File: src/rtl/muldiv_unit.sv
// rtl/muldiv_unit.sv - 32-bit iterative multiply/divide unit with HI/LO registers
//
// Purpose: radix-2 sequential MULT/MULTU/DIV/DIVU for a multicycle CPU.
//   Start is accepted in IDLE or DONE. CALC then runs 32 steps on operand
//   magnitudes. FIXUP applies the sign and writes hi/lo. DONE pulses done.
//   MTHI/MTLO writes land only while the unit is not busy.
//
// Ports:
//   clk, rst            clock, synchronous active-high reset
//   a, b                operands (rs, rt), latched when start is accepted
//   op                  00 MULT, 01 MULTU, 10 DIV, 11 DIVU
//   start               request strobe, ignored while busy
//   hi_we, lo_we, wdata MTHI/MTLO write port, ignored while busy or on start
//   hi, lo              result registers
//   busy                high in CALC and FIXUP
//   done                one-cycle completion pulse (DONE state)
//   div_by_zero         high with done for a divide by zero
//
// Configuration: define MULDIV_DIV_EN to build the divide datapath. Without
//   it, DIV/DIVU requests go straight to DONE and leave hi/lo untouched.
module muldiv_unit (
  input  logic        clk,
  input  logic        rst,
  input  logic [31:0] a,
  input  logic [31:0] b,
  input  logic [1:0]  op,
  input  logic        start,
  input  logic        hi_we,
  input  logic        lo_we,
  input  logic [31:0] wdata,
  output logic [31:0] hi,
  output logic [31:0] lo,
  output logic        busy,
  output logic        done,
  output logic        div_by_zero
);

  localparam logic [1:0] S_IDLE  = 2'd0;
  localparam logic [1:0] S_CALC  = 2'd1;
  localparam logic [1:0] S_FIXUP = 2'd2;
  localparam logic [1:0] S_DONE  = 2'd3;

  logic [1:0]  state;
  logic [4:0]  cnt;
  logic [31:0] b_q;
  logic        sgn_q;       // signed operation (MULT/DIV)
  logic        neg_prod_q;  // product/quotient must be negated
  logic [63:0] acc;         // {hi part, lo part}; lo half starts as |a|
  logic        dbz_q;

  logic        skip_div;
  logic [31:0] a_mag_in;
  logic [31:0] b_mag;
  logic [32:0] mul_sum;
  logic [63:0] mul_next;
  logic [63:0] prod_fix;
  logic [63:0] step_next;
  logic [31:0] fix_hi;
  logic [31:0] fix_lo;
  logic        fix_dbz;

  assign busy        = (state == S_CALC) || (state == S_FIXUP);
  assign done        = (state == S_DONE);
  assign div_by_zero = done & dbz_q;

  assign a_mag_in = (~op[0] && a[31]) ? -a : a;
  assign b_mag    = (sgn_q && b_q[31]) ? -b_q : b_q;

  // Shift-add: add |b| into the upper half when the current multiplier bit
  // (acc[0]) is set, then shift the whole 65-bit value right by one.
  assign mul_sum  = {1'b0, acc[63:32]} + (acc[0] ? {1'b0, b_mag} : 33'd0);
  assign mul_next = {mul_sum, acc[31:1]};
  assign prod_fix = neg_prod_q ? -acc : acc;

`ifdef MULDIV_DIV_EN
  logic [31:0] a_q;
  logic        op_div_q;
  logic        neg_a_q;
  logic [32:0] div_shift;
  logic [33:0] div_diff;
  logic [63:0] div_next;
  logic [31:0] quo_fix;
  logic [31:0] rem_fix;

  // Restoring step: shift the next dividend bit into the remainder and keep
  // the difference only when it does not borrow. The quotient bit fills the
  // vacated lsb of the low half.
  assign div_shift = {acc[63:32], acc[31]};
  assign div_diff  = {1'b0, div_shift} - {2'b00, b_mag};
  assign div_next  = div_diff[33] ? {div_shift[31:0], acc[30:0], 1'b0}
                                  : {div_diff[31:0], acc[30:0], 1'b1};
  // Truncating division: quotient sign from a^b, remainder sign from a.
  // 0x80000000 / -1 wraps back to 0x80000000 with no special case.
  assign quo_fix   = neg_prod_q ? -acc[31:0]  : acc[31:0];
  assign rem_fix   = neg_a_q    ? -acc[63:32] : acc[63:32];
  assign step_next = op_div_q ? div_next : mul_next;
  assign skip_div  = 1'b0;

  always_comb begin
    fix_hi  = prod_fix[63:32];
    fix_lo  = prod_fix[31:0];
    fix_dbz = 1'b0;
    if (op_div_q) begin
      if (b_q == 32'd0) begin
        fix_hi  = a_q;
        fix_lo  = 32'hFFFF_FFFF;
        fix_dbz = 1'b1;
      end else begin
        fix_hi = rem_fix;
        fix_lo = quo_fix;
      end
    end
  end
`else
  assign step_next = mul_next;
  assign fix_hi    = prod_fix[63:32];
  assign fix_lo    = prod_fix[31:0];
  assign fix_dbz   = 1'b0;
  // No divider: a divide request completes immediately with no result.
  assign skip_div  = op[1];
`endif

  always_ff @(posedge clk) begin
    if (rst) begin
      state      <= S_IDLE;
      cnt        <= 5'd0;
      b_q        <= 32'd0;
      sgn_q      <= 1'b0;
      neg_prod_q <= 1'b0;
      acc        <= 64'd0;
      hi         <= 32'd0;
      lo         <= 32'd0;
      dbz_q      <= 1'b0;
`ifdef MULDIV_DIV_EN
      a_q        <= 32'd0;
      op_div_q   <= 1'b0;
      neg_a_q    <= 1'b0;
`endif
    end else begin
      case (state)
        S_CALC: begin
          acc <= step_next;
          cnt <= cnt + 5'd1;
          if (cnt == 5'd31) state <= S_FIXUP;
        end
        S_FIXUP: begin
          hi    <= fix_hi;
          lo    <= fix_lo;
          dbz_q <= fix_dbz;
          state <= S_DONE;
        end
        default: begin  // IDLE or DONE: start wins over MTHI/MTLO
          dbz_q <= 1'b0;
          if (start) begin
            b_q        <= b;
            sgn_q      <= ~op[0];
            neg_prod_q <= ~op[0] & (a[31] ^ b[31]);
            cnt        <= 5'd0;
            acc        <= {32'd0, a_mag_in};
`ifdef MULDIV_DIV_EN
            a_q        <= a;
            op_div_q   <= op[1];
            neg_a_q    <= ~op[0] & a[31];
`endif
            state      <= skip_div ? S_DONE : S_CALC;
          end else begin
            state <= S_IDLE;
            if (hi_we) hi <= wdata;
            if (lo_we) lo <= wdata;
          end
        end
      endcase
    end
  end

endmodule

File: config.mk
export PLATFORM = sky130hd
export DESIGN_NAME = muldiv_unit
export DESIGN_NICKNAME = d
export VERILOG_FILES = /design/src/rtl/muldiv_unit.sv
export SDC_FILE = /design/constraint.sdc
export NUM_CORES = 1
export LEC_CHECK = 0
export BUFFER_PORTS_ARGS = -buffer_cell sky130_fd_sc_hd__buf_4
export CORE_ASPECT_RATIO = 1.75
export CORE_MARGIN = 2
export CORE_UTILIZATION = 35
export DETAILED_ROUTE_END_ITERATION = 7
export HOLD_SLACK_MARGIN = 0.12
export PLACE_DENSITY = 0.53
export SLEW_MARGIN = 10
export SYNTH_ARGS = -nofsm -noshare
export SYNTH_HDL_FRONTEND = slang
export SYNTH_SLANG_ARGS = --single-unit
export TNS_END_PERCENT = 50
File: constraint.sdc
create_clock -name clk -period 4.4 [get_ports clk]
set_clock_uncertainty 0.2 [all_clocks]
set_input_delay 0.22 -clock clk [delete_from_list [all_inputs] [get_ports clk]]
set_output_delay 0.22 -clock clk [all_outputs]
set_load 0.03 [all_outputs]
# Yosys cells after proc, flatten, opt, wreduce, memory -nomap -nowiden
# Index checks and enable logic that the tools add are counted.
[word_totals]
output_inout_bits = 67
latch_bits = 0
memories = 0
inputBits = 103
regBits = 169
romBits = 0
mem_bits_rw = 0
elab_cells = 54
[classes]
eq_ne = 6
multipliers = 0
add_sub_neg = 5
bitwise = 6
muxes = 18
magnitude_cmp = 0
shift = 0
reduce_logical = 11
div = 0
[ops]
columns = ["op", "count"]
rows = [
  ["$mux 32", 7],
  ["$mux 64", 2],
  ["$pmux 32 s2", 2],
  ["$pmux 64 s2", 1],
  ["$neg 32->32", 2],
  ["$neg 64->64", 1],
  ["$add 32x32->33", 1],
  ["$pmux 5 s2", 1],
  ["$mux 2", 3],
  ["$reduce_and 3->1", 2],
  ["$reduce_bool 2->1", 3],
  ["$add 5x1->5 const B", 1],
  ["$eq 5x5->1 const B", 1],
  ["$mux 5", 1],
  ["$eq 2x2->1 const B", 2],
  ["$ne 2x1->1 const B", 2],
  ["$not 1->1", 4],
  ["$pmux 2 s2", 1],
  ["$reduce_and 2->1", 2],
  ["$eq 2x1->1 const B", 1],
  ["$logic_and 1x1->1", 2],
  ["$reduce_or 2->1", 1],
  ["$and 1x1->1", 1],
  ["$logic_or 1x1->1", 1],
  ["$xor 1x1->1", 1],
]

# Depth between registers and ports, before layout
# Gate-level depths: netlist of run 1.
[logic_depth]
word_depth = 5
mapped_depth = 18
ltp_nobuf = 17

# Worst setup path after synthesis of run 1
# Ideal clock, no wire load.
[synth_timing]
path_type = "flip-flop to flip-flop"
startpoint = "reg b_q[7]"
endpoint = "reg acc[60]"
path_buffers = 1
period_less_slack_ns = 3.851
path_slack_ns = 0.549
setup_ns = 0.123
arrival_ns = 3.528
t_required_ns = 4.077
path_stages_with_launch = 16
cell_sequence = "dfxtp_1 > or4_1 > nor4_1 > a21oi_1 > xnor2_1 > nor2_1 > ha_1 > clkbuf_1 > a21o_1 > a211oi_1 > o21ai_0 > a21oi_1 > nor2_1 > a311oi_1 > a2111o_1 > nand3_1"
[synth_between]
elab_chain_cells = 5
[synth_rtl]
columns = ["item", "line_no", "text"]
rows = [
  ["from (decl)", "45", "logic [31:0] b_q;"],
  ["from (signal assigned)", "127", "b_q <= 32'd0;"],
  ["from (signal assigned)", "155", "b_q <= b;"],
  ["$neg 32->32", "67", "assign b_mag = (sgn_q && b_q[31]) ? -b_q : b_q;"],
  ["$mux 32 (*)", "67", ""],
  ["$mux 32 (*)", "71", "assign mul_sum = {1'b0, acc[63:32]} + (acc[0] ? {1'b0, b_mag} : 33'd0);"],
  ["$add 32x32->33 (*)", "71", ""],
  ["$pmux 64 s2 (*)", "140", "case (state)"],
  ["to (signal assigned)", "142", "acc <= step_next;"],
  ["to (signal assigned)", "159", "acc <= {32'd0, a_mag_in};"],
  ["to (decl)", "48", "logic [63:0] acc;"],
]
# Mark *: on every way between the ends. The rest lies on a longest branch, timed or not.
# A chain may end at the register's enable or synchronous reset.

# Final worst setup path of run 1
[layout_timing]
startpoint = "reg b_q[2]"
endpoint = "reg acc[58]"
# Same word-level chain as after synthesis.

==> results of run 1 <==
[layout make-up]
class	instances	share of cell area
Clock inverter	15	0.0116
Multi-Input combinational cell	1173	0.506
Inverter	28	0.00727
Sequential cell	169	0.234
Clock buffer	17	0.0294
Tap cell	396	0.0343
Timing Repair Buffer	307	0.177
[routing by layer]
| layer | wire length [um] | vias to the layer above | GRT usage |
|---|---|---|---|
| li1 | - | 5853 | - |
| met1 | 15600 | 5602 | 0.255 |
| met2 | 21900 | 314 | 0.465 |
| met3 | 1320 | 71 | 0.0301 |
| met4 | 1560 | 0 | 0.109 |
| met5 | 0 | - | 0 |
[logic make-up (layout without fill, tap and decap cells)]
| logic type | Yosys count | after routing | share of synthesized area |
|---|---|---|---|
| and+or+nand+nor | 546 | 546 | 0.233 |
| AOI/OAI and AO/OA | 469 | 469 | 0.281 |
| DFF | 169 | 169 | 0.304 |
| buffers and inverters | 128 | 367 | 0.0437 |
| xor gates and xnor gates | 114 | 114 | 0.0897 |
| adders and majority gates | 41 | 41 | 0.0467 |
| muxes | 2 | 2 | 0.00180 |
| other | 1 | 1 | 0.000337 |
[worst min-delay path, delay by kind of cell]
kind / cells / cell delay (ns)
buffers and inverters: 1 / 0.14
AOI/OAI and AO/OA: 2 / 0.11
and+or+nand+nor: 2 / 0.28
[Yosys cell counts (all sizes together) (9+ instances only)]
cell type	count
inv	27
nand2	149
a211oi	41
nor2b	10
a21oi	144
o41ai	11
a21o	19
xor2	70
nor3	33
nor2	208
nand2b	11
xnor2	44
dfxtp	169
and2	9
buf	14
a22oi	13
o31ai	27
a222oi	30
clkbuf	86
nand3	35
a31oi	11
o21ai	90
or2	9
ha	40
nand4	12
or3	18
nor4	14
a221oi	13
or4	17
[power breakdown]
group,internal [mW],total [mW],leakage (nW),switching [mW]
combinational,1.27,3.50,4.10,2.23
sequential,1.87,2.23,1.38,0.363
clock,0.846,1.54,0.285,0.692
total,3.99,7.27,5.77,3.29
[final timing paths]
| path | end | slack [ns] | start | cells after the start |
|---|---|---|---|---|
| hold / removal | acc[0] | 0.15 | a[0] | 5 |
| setup reg to reg | acc[58] | 0.25 | b_q[2] | 16 |
| setup / recovery | acc[58] | 0.25 | b_q[2] | 16 |
| hold reg to reg | hi[3] | 0.24 | hi[3] | 2 |
[sequential cells by signal, indices dropped and copies added, names as in the netlist]
register,count
neg_prod_q,1
acc,64
cnt,5
state,2
b_q,32
lo,32
hi,32
sgn_q,1
[timing repair]
item                                    CTS  global route
hold buffers                            101             0
buffers inserted                          0             0
endpoints found under the hold margin   117             0
endpoints found under the setup margin    0            10
gates resized for setup                   0             8
==> results by group, run 1 <==
Setup path
  – Worst path required time: 4.59 ns
  – WP buf/inv: 2
  – Crit path kind: reg -> reg
  – Startpoint Class: flop
  – Largest stage delay, worst path: 0.46 ns
  – Crit Path Max Fanout: 7
  – Critical path cell sequence: nor4_1 > buf_4 > nand2_1 > o31ai_1 > xor2_1 > nor2_1 > ha_1 > a21oi_1 > nand2_1 > a221oi_2 > buf_4 > o22ai_1 > o21a_1 > a21oi_1 > or3b_2 > a21oi_1
  – Data arrival, critical path: 4.34 ns
  – Critical path's most frequent cell: a21oi_1
  – Largest delay share family, worst path: compound AO/OA/AOI/OAI gates
  – Setup crit end kind: flop
  – Max stage delay cell, worst path: or3b_2

GRT
  – Initial antenna violation count: 0
  – GRT Resource Usage Total: 0.239
  – Vias in the first global route: 11900
  – Total gr overflow: 0
  – Largest net degree at the start of global routing: 89
  – First-pass GRT wire length: 63400 um

Placement
  – Placer Congestion: 0.934
  – # port buffers: 168
  – Post-DP Area: 0.0128 sq mm
  – DP Worst Slack: 0.0957 ns
  – Placed instance count: 1971
  – HPWL after DPL: 30500 um

Cells and area
  – FILL cells: 3183
  – Final cell count without fillers: 2105
  – Most frequent cells in the layout: 206 x nor2_1, 205 x buf_4, 168 x dfxtp_1
  – Share of cells above drive strength 1: 0.160
  – P&R area growth vs syn: 29.8%
  – Area occupied by multi-input gates: 0.00731 sq mm
  – Layout Nets: 1840
  – Utilization after layout: 0.460
  – Post-route cell area: 0.0145 sq mm
  – Area occupied by registers: 0.00338 sq mm
  – N_diodes: 0
  – Commonest non-fill, non-tap cell in the layout: nor2_1

STA
  – Fmax achieved: 241 MHz
  – Setup Viol. Count Final: 0
  – Max-slew violation count: 0
  – Final hold vios: 0
  – Worst slew margin: 0.308
  – Slew @ Worst Pin: 1.04 ns
  – Hold_ws: 0.151 ns
  – Fin crit period: 4.15 ns
  – RSZ-0062 raised after global routing: yes
  – Final critical-path share of the clock period: 0.943
  – Setup Total Neg Slack: 0 ns
  – Final worst-path setup slack: 0.250 ns

Logic synthesis
  – Post-Syn Instances: 1470
  – Post-synth EDFFs: 0
  – Area leader, netlist: dfxtp_1
  – Post-synth ARST share: 0
  – Area share of the largest cell type after synthesis: 0.304
  – Synth area leaders: dfxtp_1 30%, nor2_1 7.0%, a21oi_1 6.5%
  – Post-Syn Area: 0.0111 sq mm
  – Mapped Nets: 1614
  – Synth warnings: 0
  – Yosys cell types: 80
  – Synth Register Bits: 169
  – Most used flip-flop cell after synthesis: dfxtp_1
  – Sequential area share after synthesis: 0.304
  – Synth Area per Inst: 7.57 sq um

Clock tree
  – Worst-skew pair later-pin latency: 0.45 ns
  – Clock Pin Slew Worst Setup and Hold Paths: 0.07 ns
  – Clk buf depth: 2
  – H-tree depth: 4
  – Root Driver: clkbuf_16
  – Total CTS buffers: 17
  – CTS sink cnt: 169
  – CTS tree: done

Run
  – Max-Cap Viols: 0

Routing
  – Drt pass-1 iters: 6
  – DRT iter0 DRCs: 851
  – Vias per inst: 5.62
  – Average wire per standard cell: 19.2 um
  – Vias: 11800
  – Drt total wl: 40400 um
  – Final ANT Viol Nets: 0
  – # DRC: 0

Power
  – Total power: 7.27 mW
  – Worst VDD drop: 0.314 mV
  – Pwr Density: 503 mW/mm^2
  – Leakage Power: 5.77 nW

Floorplanning
  – Die footprint: 0.0333 sq mm
  – Die width: 139 um
  – Row count: 86
  – Ports: 170
  – Height of the die: 240 um
  – Initial Util: 0.354
  – Core Region: 0.0314 sq mm

Run status
  – Status: finished clean

Hold path
  – Hold WC Path Type: in -> reg
Power figures use the tool's default switching activity.
==> inputs of run 2 (changes only) <==
--- a/config.mk
+++ b/config.mk
@@ -5,13 +5,14 @@
 export SDC_FILE = /design/constraint.sdc
 export NUM_CORES = 1
 export LEC_CHECK = 0
+export ABC_AREA = 1
 export BUFFER_PORTS_ARGS = -buffer_cell sky130_fd_sc_hd__buf_4
 export CORE_ASPECT_RATIO = 1.75
 export CORE_MARGIN = 2
 export CORE_UTILIZATION = 35
 export DETAILED_ROUTE_END_ITERATION = 7
 export HOLD_SLACK_MARGIN = 0.12
-export PLACE_DENSITY = 0.53
+export PLACE_DENSITY = 0.52
 export SLEW_MARGIN = 10
 export SYNTH_ARGS = -nofsm -noshare
 export SYNTH_HDL_FRONTEND = slang
==> run 2 against run 1 <==
Against the previous run:
- die area up 17%
- sequential power up 6%
- utilization down 1.8 points
==> results by group, run 2 <==
Logic synthesis
  – Synth area leaders: dfxtp_1 26%, nand2_1 15%, a21oi_1 10%
  – Synth Area per Inst: 5.93 sq um
  – Area leader, netlist: dfxtp_1
  – Sequential area share after synthesis: 0.260
  – Top-count cell post-synth: nand2_1
  – Synth warnings: 0
  – Yosys cell types: 51
  – Post-synth ARST share: 0
  – Area share of the largest cell type after synthesis: 0.260
  – Most used flip-flop cell after synthesis: dfxtp_1
  – Post-Syn Area: 0.0130 sq mm
  – Commonest cells post-synth: 537 x nand2_1, 266 x a21oi_1, 239 x inv_1, 236 x nor2_1, 227 x nand3_1
  – Mapped Nets: 2339
  – Post-synth EDFFs: 0
  – Post-Syn Instances: 2195
  – Synth Register Bits: 169

Setup path
  – Startpoint Class: flop
  – Crit Path Max Fanout: 7
  – FF-to-FF End: acc[51]
  – Max stage delay cell, worst path: ha_1
  – Worst r2r src: b_q[1]
  – Crit path kind: reg -> reg
  – Worst path required time: 4.51 ns
  – Data arrival, critical path: 3.82 ns
  – Critical path cell sequence: inv_1 > ha_1 > inv_1 > nor3_2 > inv_1 > nor2_1 > nand2_1 > o21ai_4 > o21ai_0 > o21ai_0 > a21oi_1 > ha_1 > nand2_1 > nor2_1 > inv_1 > nor2_1 > nand4_1 > nand3_1 > nand2_1 > nand3_1 > a21oi_1
  – Setup crit end kind: flop
  – WP buf/inv: 4
  – Critical path's most frequent cell: inv_1
  – Stages on worst setup path: 21
  – Largest stage delay, worst path: 0.38 ns
  – Worst reg-to-reg setup slack: 0.69 ns
  – Worst r2r path cells: 21
  – Largest delay share family, worst path: simple AND/OR/NAND/NOR gates

Clock tree
  – Root Driver: clkbuf_16
  – Post-CTS Setup Bufs: 0
  – Post-CTS sizing: 0
  – Clock Pin Slew Worst Setup and Hold Paths: 0.07 ns
  – Clk buf depth: 2
  – CTS tree: done
  – CTS sink cnt: 169
  – H-tree depth: 4
  – Hold-fix buffers, CTS: 102
  – Total CTS buffers: 17
  – Worst-skew pair later-pin latency: 0.45 ns

Power
  – Leakage Power: 7.65 nW
  – Worst VDD drop: 0.276 mV
  – Pwr Density: 491 mW/mm^2
  – Power share of the combinational group: 0.513
  – NetSw: 3.95 mW
  – Pint: 4.04 mW
  – Sequential share of power: 0.297
  – Clock power frac: 0.190
  – Switching share of power: 0.494
  – Total power: 7.99 mW

Placement
  – HPWL after DPL: 44600 um
  – DP Worst Slack: 0.753 ns
  – Placer Congestion: 0.933
  – # port buffers: 168

Cells and area
  – FILL cells: 4117
  – Commonest non-fill, non-tap cell in the layout: nand2_1
  – Most frequent cells in the layout: 536 x nand2_1, 266 x a21oi_1, 238 x inv_1
  – Max FFs per register: 64
  – P&R area growth vs syn: 24.9%
  – Layout Nets: 2559
  – Share of cells above drive strength 1: 0.122
  – Utilization after layout: 0.442
  – Largest Register: acc

Hold path
  – Hold path startpoint: start
  – Hold path depth: 5
  – Hold WC Path Type: in -> reg
  – Worst Hold End: b_q[29]

Routing
  – Final ANT Viol Nets: 0
  – DRT iter0 DRCs: 913
  – Vias per inst: 5.30
  – # DRC: 0
  – Average wire per standard cell: 19.4 um
  – Vias: 15400
  – Drt total wl: 56300 um
  – Drt pass-1 iters: 6

GRT
  – Vias in the first global route: 14600
  – Largest net degree at the start of global routing: 71
  – Total gr overflow: 0
  – First-pass GRT wire length: 83800 um
  – GRT Resource Usage Total: 0.286
  – Initial antenna violation count: 1

Floorplanning
  – Row count: 93
  – Die width: 150 um
  – Die footprint: 0.0388 sq mm
  – Height of the die: 259 um
  – Ports: 170
  – Initial Util: 0.354
  – Core Region: 0.0368 sq mm

STA
  – RSZ-0062 raised after global routing: no
  – Max-slew violation count: 0
  – Setup Total Neg Slack: 0 ns
  – Hold_ws: 0.117 ns
  – Final critical-path share of the clock period: 0.844
  – Fmax achieved: 269 MHz
  – Setup Viol. Count Final: 0
  – Worst slew margin: 0.336
  – Final hold vios: 0
  – Slew @ Worst Pin: 0.995 ns
  – Fin crit period: 3.71 ns
  – Final worst-path setup slack: 0.687 ns

Run status
  – Status: finished clean

Run
  – Max-Cap Viols: 0
==> run 2: cell count changes in the layout (fill, tap and decap cells not counted), moves of 30 or more <==
cell      previous run  this run
nand2_1            149       536
a222oi_1            30         0
xnor2_1             44         0
a211oi_1            41         0
xor2_1              70         3
nor2_1             206       236
inv_1               27       238
a21oi_1            144       266
nand3_1             35       227
o21ai_0             86       161
==> run 2: cell families (layout without fill, tap and decap cells) <==
group,Yosys count,after routing,share of synthesized area
fa+ha+maj,41,41,0.0400
simple gates,1147,1147,0.390
other cells,1,2,0.000288
flops,169,169,0.260
buf+inv,332,564,0.0996
xor+xnor,3,3,0.00202
compound gates,502,502,0.208
==> run 2: metal layers <==
metal,vias to the layer above,GRT usage,wire length (um)
met4,0,0.202,4500
met3,152,0.0253,1360
li1,7719,-,-
met1,7140,0.272,19100
met5,-,0,0
met2,385,0.559,31300
==> run 2: through the flow <==
| step | cells | cell area (sq um) |
|---|---|---|
| floorplan | 2195 | 13000 |
| global placement | 2769 | 14700 |
| detailed placement | 2769 | 14700 |
| CTS | 2902 | 16300 |
| global route | 2903 | 16300 |
| finish | 2903 | 16300 |
==> run 2: final cells by class <==
class	instances	area (sq um)	area share
clock buffer	19	443	0.0272
antenna	1	2.50	0.000154
clock inverter	12	116	0.00715
timing repair buffer	286	2440	0.150
inverter	247	932	0.0573
multi-input combinational	1694	8360	0.514
sequential	169	3380	0.208
tap	475	594	0.0365
==> run 2: worst max path at each step <==
stage	startpoint	end
6_report	b_q[1]	acc[51]
5_1_grt	b_q[1]	acc[51]
4_1_cts	b_q[0]	acc[51]
3_5_place_dp	b_q[0]	acc[51]
3_3_place_gp	b_q[1]	acc[51]
2_1_floorplan	b_q[1]	acc[59]
==> run 2: worst min-delay path, stage by stage <==
cell,delay (ns)
buf_4,0.11
nand2_2,0.05
clkinv_1,0.20
nor2_1,0.07
nor2_1,0.09
==> run 2: power groups by stage <==
stage | logic (mW) | clock network (mW) | registers [mW]
after floorplan | 2.34 | 0 | 2.66
after global placement | 3.99 | 0 | 2.40
after CTS | 4.10 | 1.54 | 2.37
after detailed placement | 4.00 | 0 | 2.40
final | 4.10 | 1.51 | 2.37
after global routing | 4.48 | 1.60 | 2.42
